## src/rtl/halflife_pkg.sv

```systemverilog
// Shared types and constants for the half-life command sequencer.
package halflife_pkg;

    typedef enum logic [2:0] {
        IDLE,
        LOAD,
        RUN,
        HALVE,
        DONE
    } state_e;

    // The halvings counter stops here instead of wrapping back to zero.
    localparam logic [3:0] HALVINGS_MAX = 4'hF;

endpackage

```

## src/rtl/halflife_tick_gen.sv

```systemverilog
// Prescaler plus period counter. A tick fires every presc+1 clocks. After
// max(hl_ticks,1) ticks, period_done pulses for one cycle. clr holds both
// counters at zero, so counting restarts cleanly each time clr is released.
module halflife_tick_gen #(
    parameter int PRESC_W = 8,
    parameter int HL_W    = 8
) (
    input  logic               clk,
    input  logic               rst,
    input  logic               clr,
    input  logic [PRESC_W-1:0] presc,
    input  logic [HL_W-1:0]    hl_ticks,
    output logic               period_done
);

    logic [PRESC_W-1:0] presc_q, presc_d;
    logic [HL_W-1:0]    period_q, period_d;
    logic [HL_W-1:0]    period_last;
    logic               tick;

    // Next-state logic for the prescaler and the period counter.
    // A half-life of zero ticks is treated as one tick.
    always_comb begin
        period_last = (hl_ticks == '0) ? '0 : hl_ticks - HL_W'(1);
        tick        = (presc_q == presc);
        period_done = !clr && tick && (period_q == period_last);

        if (clr || tick) presc_d = '0;
        else             presc_d = presc_q + PRESC_W'(1);

        if (clr || period_done) period_d = '0;
        else if (tick)          period_d = period_q + HL_W'(1);
        else                    period_d = period_q;
    end

    // Counter registers.
    // NOTE: sequential state uses non-blocking (<=) so every flop samples pre-edge values.
    always_ff @(posedge clk or negedge rst) begin
        if (!rst) begin
            presc_q  <= '0;
            period_q <= '0;
        end else begin
            presc_q  <= presc_d;
            period_q <= period_d;
        end
    end

endmodule

```

## src/rtl/halflife_seq.sv

```systemverilog
// Half-life command sequencer. It drives the load/down/up/in inputs of a
// downstream up/down/load counter so the count decays by halving (floor)
// once every half-life period, until it reaches zero. The sequencer keeps its
// own shadow copy of the count and never depends on feedback.
// Optional: define HALFLIFE_SEQ_CHECK_EN to compare cnt_in against the shadow
// one cycle after each command. Any mismatch sets the sticky err flag.
module halflife_seq
    import halflife_pkg::*;
#(
    parameter int N       = 4,
    parameter int PRESC_W = 8,
    parameter int HL_W    = 8
) (
    input  logic               clk,
    input  logic               rst,
    input  logic               start,
    input  logic               abort,
    input  logic [N-1:0]       n0,
    input  logic [PRESC_W-1:0] presc,
    input  logic [HL_W-1:0]    hl_ticks,
    input  logic [N-1:0]       cnt_in,
    output logic               up,
    output logic               down,
    output logic               load,
    output logic [N-1:0]       load_val,
    output logic               busy,
    output logic               done,
    output logic [3:0]         halvings,
    output logic               err
);

    state_e             state_q, state_d;
    logic [N-1:0]       load_val_q;
    logic [PRESC_W-1:0] cfg_presc_q;
    logic [HL_W-1:0]    cfg_hl_q;
    logic [N-1:0]       shadow_q;
    logic [N-1:0]       remaining_q;
    logic [3:0]         halvings_q;
    logic               accept_start;
    logic               period_done;

    halflife_tick_gen #(
        .PRESC_W (PRESC_W),
        .HL_W    (HL_W)
    ) u_tick_gen (
        .clk         (clk),
        .rst         (rst),
        .clr         (state_q != RUN),
        .presc       (cfg_presc_q),
        .hl_ticks    (cfg_hl_q),
        .period_done (period_done)
    );

    // Next-state and command decode. abort overrides every transition.
    // NOTE: every output of this block gets a default first, so no path can infer a latch.
    always_comb begin
        state_d      = state_q;
        accept_start = 1'b0;
        load         = 1'b0;
        down         = 1'b0;
        busy         = 1'b0;
        done         = 1'b0;

        case (state_q)
            IDLE: begin
                if (start) begin
                    accept_start = 1'b1;
                    state_d      = LOAD;
                end
            end
            LOAD: begin
                load    = 1'b1;
                busy    = 1'b1;
                state_d = (load_val_q == '0) ? DONE : RUN;
            end
            RUN: begin
                busy = 1'b1;
                if (period_done) state_d = HALVE;
            end
            HALVE: begin
                busy = 1'b1;
                down = 1'b1;
                if (remaining_q <= N'(1)) state_d = (shadow_q <= N'(1)) ? DONE : RUN;
            end
            DONE: begin
                done = 1'b1;
                if (start) begin
                    accept_start = 1'b1;
                    state_d      = LOAD;
                end
            end
            default: state_d = IDLE;
        endcase

        if (abort) begin
            accept_start = 1'b0;
            state_d      = IDLE;
        end
    end

    // State register.
    // NOTE: only control and datapath flops are reset; there are no memories here to worry about.
    always_ff @(posedge clk or negedge rst) begin
        if (!rst) state_q <= IDLE;
        else      state_q <= state_d;
    end

    // Configuration latch, shadow count, burst length and halvings counter.
    // The shadow and halvings registers hold their values on abort.
    always_ff @(posedge clk or negedge rst) begin
        if (!rst) begin
            load_val_q  <= '0;
            cfg_presc_q <= '0;
            cfg_hl_q    <= '0;
            shadow_q    <= '0;
            remaining_q <= '0;
            halvings_q  <= '0;
        end else begin
            if (accept_start) begin
                load_val_q  <= n0;
                cfg_presc_q <= presc;
                cfg_hl_q    <= hl_ticks;
            end
            if (!abort) begin
                case (state_q)
                    LOAD: begin
                        shadow_q   <= load_val_q;
                        halvings_q <= '0;
                    end
                    RUN: begin
                        if (period_done) remaining_q <= shadow_q - (shadow_q >> 1);
                    end
                    HALVE: begin
                        if (shadow_q != '0)    shadow_q    <= shadow_q - N'(1);
                        if (remaining_q != '0) remaining_q <= remaining_q - N'(1);
                        if (remaining_q == N'(1) && halvings_q != HALVINGS_MAX)
                            halvings_q <= halvings_q + 4'd1;
                    end
                    default: ;
                endcase
            end
        end
    end

    assign up       = 1'b0;
    assign load_val = load_val_q;
    assign halvings = halvings_q;

`ifdef HALFLIFE_SEQ_CHECK_EN
    logic chk_pend_q;
    logic err_q;

    // One cycle after each command, the downstream counter should match the shadow.
    always_ff @(posedge clk or negedge rst) begin
        if (!rst) begin
            chk_pend_q <= 1'b0;
            err_q      <= 1'b0;
        end else if (accept_start) begin
            chk_pend_q <= 1'b0;
            err_q      <= 1'b0;
        end else begin
            chk_pend_q <= (load || down) && !abort;
            if (chk_pend_q && (cnt_in != shadow_q)) err_q <= 1'b1;
        end
    end

    assign err = err_q;
`else
    logic unused_cnt_in;
    assign unused_cnt_in = ^cnt_in;
    assign err           = 1'b0;
`endif

endmodule

```

## config.mk

```make
export PLATFORM = sky130hd
export DESIGN_NAME = halflife_seq
export DESIGN_NICKNAME = d
export VERILOG_FILES = /design/src/rtl/halflife_pkg.sv /design/src/rtl/halflife_tick_gen.sv /design/src/rtl/halflife_seq.sv
export SDC_FILE = /design/constraint.sdc
export NUM_CORES = 1
export LEC_CHECK = 0
export CORE_ASPECT_RATIO = 0.7
export CORE_UTILIZATION = 35
export CTS_CLUSTER_DIAMETER = 80
export CTS_CLUSTER_SIZE = 30
export DETAILED_ROUTE_END_ITERATION = 8
export GPL_TIMING_DRIVEN = 0
export PLACE_DENSITY = 0.62
export SYNTH_ARGS = -nofsm -noshare
export SYNTH_HDL_FRONTEND = slang
export SYNTH_HIERARCHICAL = 1
export SYNTH_SLANG_ARGS = --single-unit
```

## constraint.sdc

```tcl
create_clock -name clk -period 4.28 [get_ports clk]
set_input_delay 1.07 -clock clk [delete_from_list [all_inputs] [get_ports clk]]
set_output_delay 1.07 -clock clk [all_outputs]
set_load 0.005 [all_outputs]
```

==> results.json <==
{
  "finalCriticalPeriod_ns": 3.44,
  "critPathLaunchType": "register",
  "chipWidth_um": 119,
  "hold_violations": 0,
  "holdPathStages": 1,
  "antenna_found_initial": 0,
  "leakagePower_nw": 1.64,
  "yosys_most_used_dff": "dfrtp_1",
  "gr-total-overflow": 0,
  "relSlewSlack_pct": 55.9,
  "wl_per_cell_um": 14.6,
  "diodes": 0,
  "via_per_inst": 5.25,
  "max_slew.worst_pin.slew_ns": 0.655,
  "r2r-end": "remaining_q[3]",
  "async_flop_share_pct": 100,
  "port_buffers": 35,
  "coreArea_um2": 9140,
  "synth_enable_flop_cells": 0,
  "critPathCaptureType": "register",
  "ff2ff_path_depth": 12,
  "root_buffer": "clkbuf_16",
  "placed_area_um2": 3860,
  "drt-initial-drc-count": 160,
  "route.detailed.drc": 0,
  "grt_max_degree": 33,
  "drtAntennaViolNets": 0,
  "num_rows": 29,
  "first_pass_iters": 5,
  "setup_violations": 0,
  "gp_congestion": 0.872,
  "regToRegStartpoint": "cfg_hl_q[0]",
  "wl_um": 7390,
  "cap_viol_max_count": 0,
  "grt_use_total_pct": 16.0,
  "hold_class": "reg -> reg",
  "synth-seq-cells": 51,
  "hold_buffers": 0,
  "grt_pass1_wl_um": 12800,
  "instances_no_fill": 507,
  "setup_ws_ns": 0.837,
  "vias": 2664,
  "reg2reg_slack_ns": 0.84,
  "path_class": "reg -> reg",
  "die_area_um2": 9930,
  "cts_tree": "built",
  "required_ns": 4.45,
  "status": "finished, final reports clean",
  "pre_cts_slack_ns": 0.867,
  "grt_pass1_vias": 2532,
  "syn-cell-area_um2": 3330,
  "seq_area_frac_synth_pct": 38.3,
  "finalInstanceArea_um2": 4010,
  "clk_pin_slew_ns": 0.07,
  "power_density_nw_per_um2": 434,
  "cts.sinks": 51,
  "clock_path_buffers": 2,
  "hpwl_um": 5580,
  "placed_cells": 499,
  "postCtsSetupBuffers": 0,
  "hold_path_end": "cfg_hl_q[5]",
  "finalSetupTns_ns": 0,
  "final_nets": 425,
  "drive_gt1_share_pct": 14.4,
  "die_h_um": 83.7,
  "ctsResizeCount": 0,
  "max_freq_mhz": 290,
  "peakVddDrop_v": 0.000276,
  "hp-start": "cfg_hl_q[5]",
  "multiInputGateArea_um2": 1890,
  "h-tree-depth": 2,
  "finClkSkew_ns": 0.00388,
  "numCtsBuffers": 5,
  "drv_slew": 0,
  "synth_cells": 338,
  "critPathMaxFanout": 8,
  "io_pins": 42,
  "initial_core_util_pct": 36.5,
  "fillers": 902,
  "ys_warn_count": 6,
  "cp.arrival_ns": 3.61,
  "min_period_over_period_pct": 80.4,
  "final_util_pct": 43.8,
  "area_growth_pct": 20.1,
  "insertion_delay_ns": 0.29,
  "postSynthAreaPerCell_um2": 9.87,
  "rsz0062_at_grt": "no",
  "synth_cell_types": 69,
  "regArea_um2": 1280
}
-- synthesized netlist by cell type (2+ instances only) --
cell      number  area (µm²)
nor4b_1        3        26.3
xor2_1        17         149
or3_1          2        12.5
or2_2          3        18.8
a22o_1         2        17.5
buf_1          2        7.51
nor2_1        28         105
xnor2_1        8        70.1
clkbuf_1       6        22.5
nand2b_1       4        25.0
a31oi_1        2        12.5
nand4_1        7        43.8
nand4b_1       2        17.5
nand3_1       14        70.1
or4_1          4        30.0
and2_1         3        18.8
nand3b_1       3        22.5
a21boi_0       2        15.0
nand2_1       13        48.8
nor3_1        11        55.1
o31ai_1        2        15.0
a22oi_1        3        22.5
mux2_2        20         225
o21ai_1        2        10.0
a221o_1        2        20.0
a21oi_1        8        40.0
and3_1         5        31.3
nor4_2         2        25.0
nor3b_1        4        30.0
o211ai_1       6        45.0
dfrtp_1       51        1280
inv_1         17        63.8
o21ai_0       18        90.1
ha_1          14         175
nor3_2         2        20.0
buf_2          4        20.0
nor2b_1        3        18.8
buf_6          4        45.0
buf_4          2        15.0
mux2i_1        4        40.0
-- layer usage --
layer,GRT usage (%),wire [µm]
met5,0,0
met4,3.11,62
met3,3.07,382
met2,23.3,3180
met1,24.3,3760
-- layout make-up --
| class | instances | share of cell area (%) |
|---|---|---|
| well taps | 124 | 3.87 |
| multi-input cells | 253 | 47.1 |
| plain buffers | 18 | 2.75 |
| flip-flops and latches | 51 | 31.9 |
| repair buffers | 36 | 9.12 |
| clock buffers | 6 | 3.22 |
| inverters | 17 | 1.59 |
| clock inverters | 2 | 0.437 |
-- layout by cell type (no fill, tap or decap), drive strengths merged, types with 8 or more instances in the layout --
cell type,n
clkdlybuf4s50,34
ha,14
o21ai,20
nand2,13
nand3,14
xnor2,8
nor2,28
a21oi,8
buf,14
dfrtp,51
inv,17
mux2,20
clkbuf,12
xor2,17
nor3,13
-- where the power goes --
| part | switching (mW) | total [mW] | internal (mW) | leakage (nW) |
|---|---|---|---|---|
| Sequential | 0.102 | 0.677 | 0.574 | 0.649 |
| Clock | 0.180 | 0.399 | 0.219 | 0.0710 |
| Combinational | 0.352 | 0.663 | 0.310 | 0.916 |
| Total | 0.635 | 1.74 | 1.10 | 1.64 |
-- logic make-up (layout without fill, tap and decap cells) --
family | after synthesis | count (layout) | share of synthesized area [%]
other | 1 | 2 | 0.112
buffers and inverters | 35 | 79 | 5.22
adders and majority gates | 15 | 15 | 5.85
DFF | 51 | 51 | 38.3
and+or+nand+nor | 122 | 122 | 21.7
muxes | 24 | 24 | 7.96
AOI/OAI and AO/OA | 65 | 65 | 14.3
xor gates and xnor gates | 25 | 25 | 6.57
-- worst max-delay path, cell delays in order (launching register included) --
cell and delay (ns):
dfrtp_1 0.44, inv_1 0.08, ha_1 0.33, nor4b_4 0.46, a21oi_1 0.12, mux2i_1 0.26, nand3_1 0.12, or4_4 0.56
inv_1 0.11, nor2_1 0.06, or4_1 0.47, o21ai_0 0.19, o311ai_1 0.11
-- registers in the layout (all words and copies together), names as in the netlist --
name and count:
cfg_hl_q 8, cfg_presc_q 8, u_tick_gen/period_q 8, u_tick_gen/presc_q 8, halvings 4, load_val 4
remaining_q 4, shadow_q 4, state_q 3
-- worst max-delay path by stage --
stage                      from              to  slack, ns  cells after the start
global placement            rst     cfg_hl_q[4]       0.53                      1
floorplan           cfg_hl_q[0]  remaining_q[3]       1.32                     12
finish              cfg_hl_q[0]  remaining_q[3]       0.84                     12
CTS                 cfg_hl_q[0]  remaining_q[3]       0.83                     12
global route        cfg_hl_q[0]  remaining_q[3]       0.47                     12
detailed placement  cfg_hl_q[0]  remaining_q[3]       0.87                     12
-- per-stage QoR --
step / hold WS (ns) / total power [mW]
global placement: 0.487 / 1.32
finish: 0.506 / 1.74
detailed placement: 0.495 / 1.34
global route: 0.538 / 1.86
CTS: 0.511 / 1.75
floorplan: 0.475 / 1.13
(Power assumes the default switching activity.)
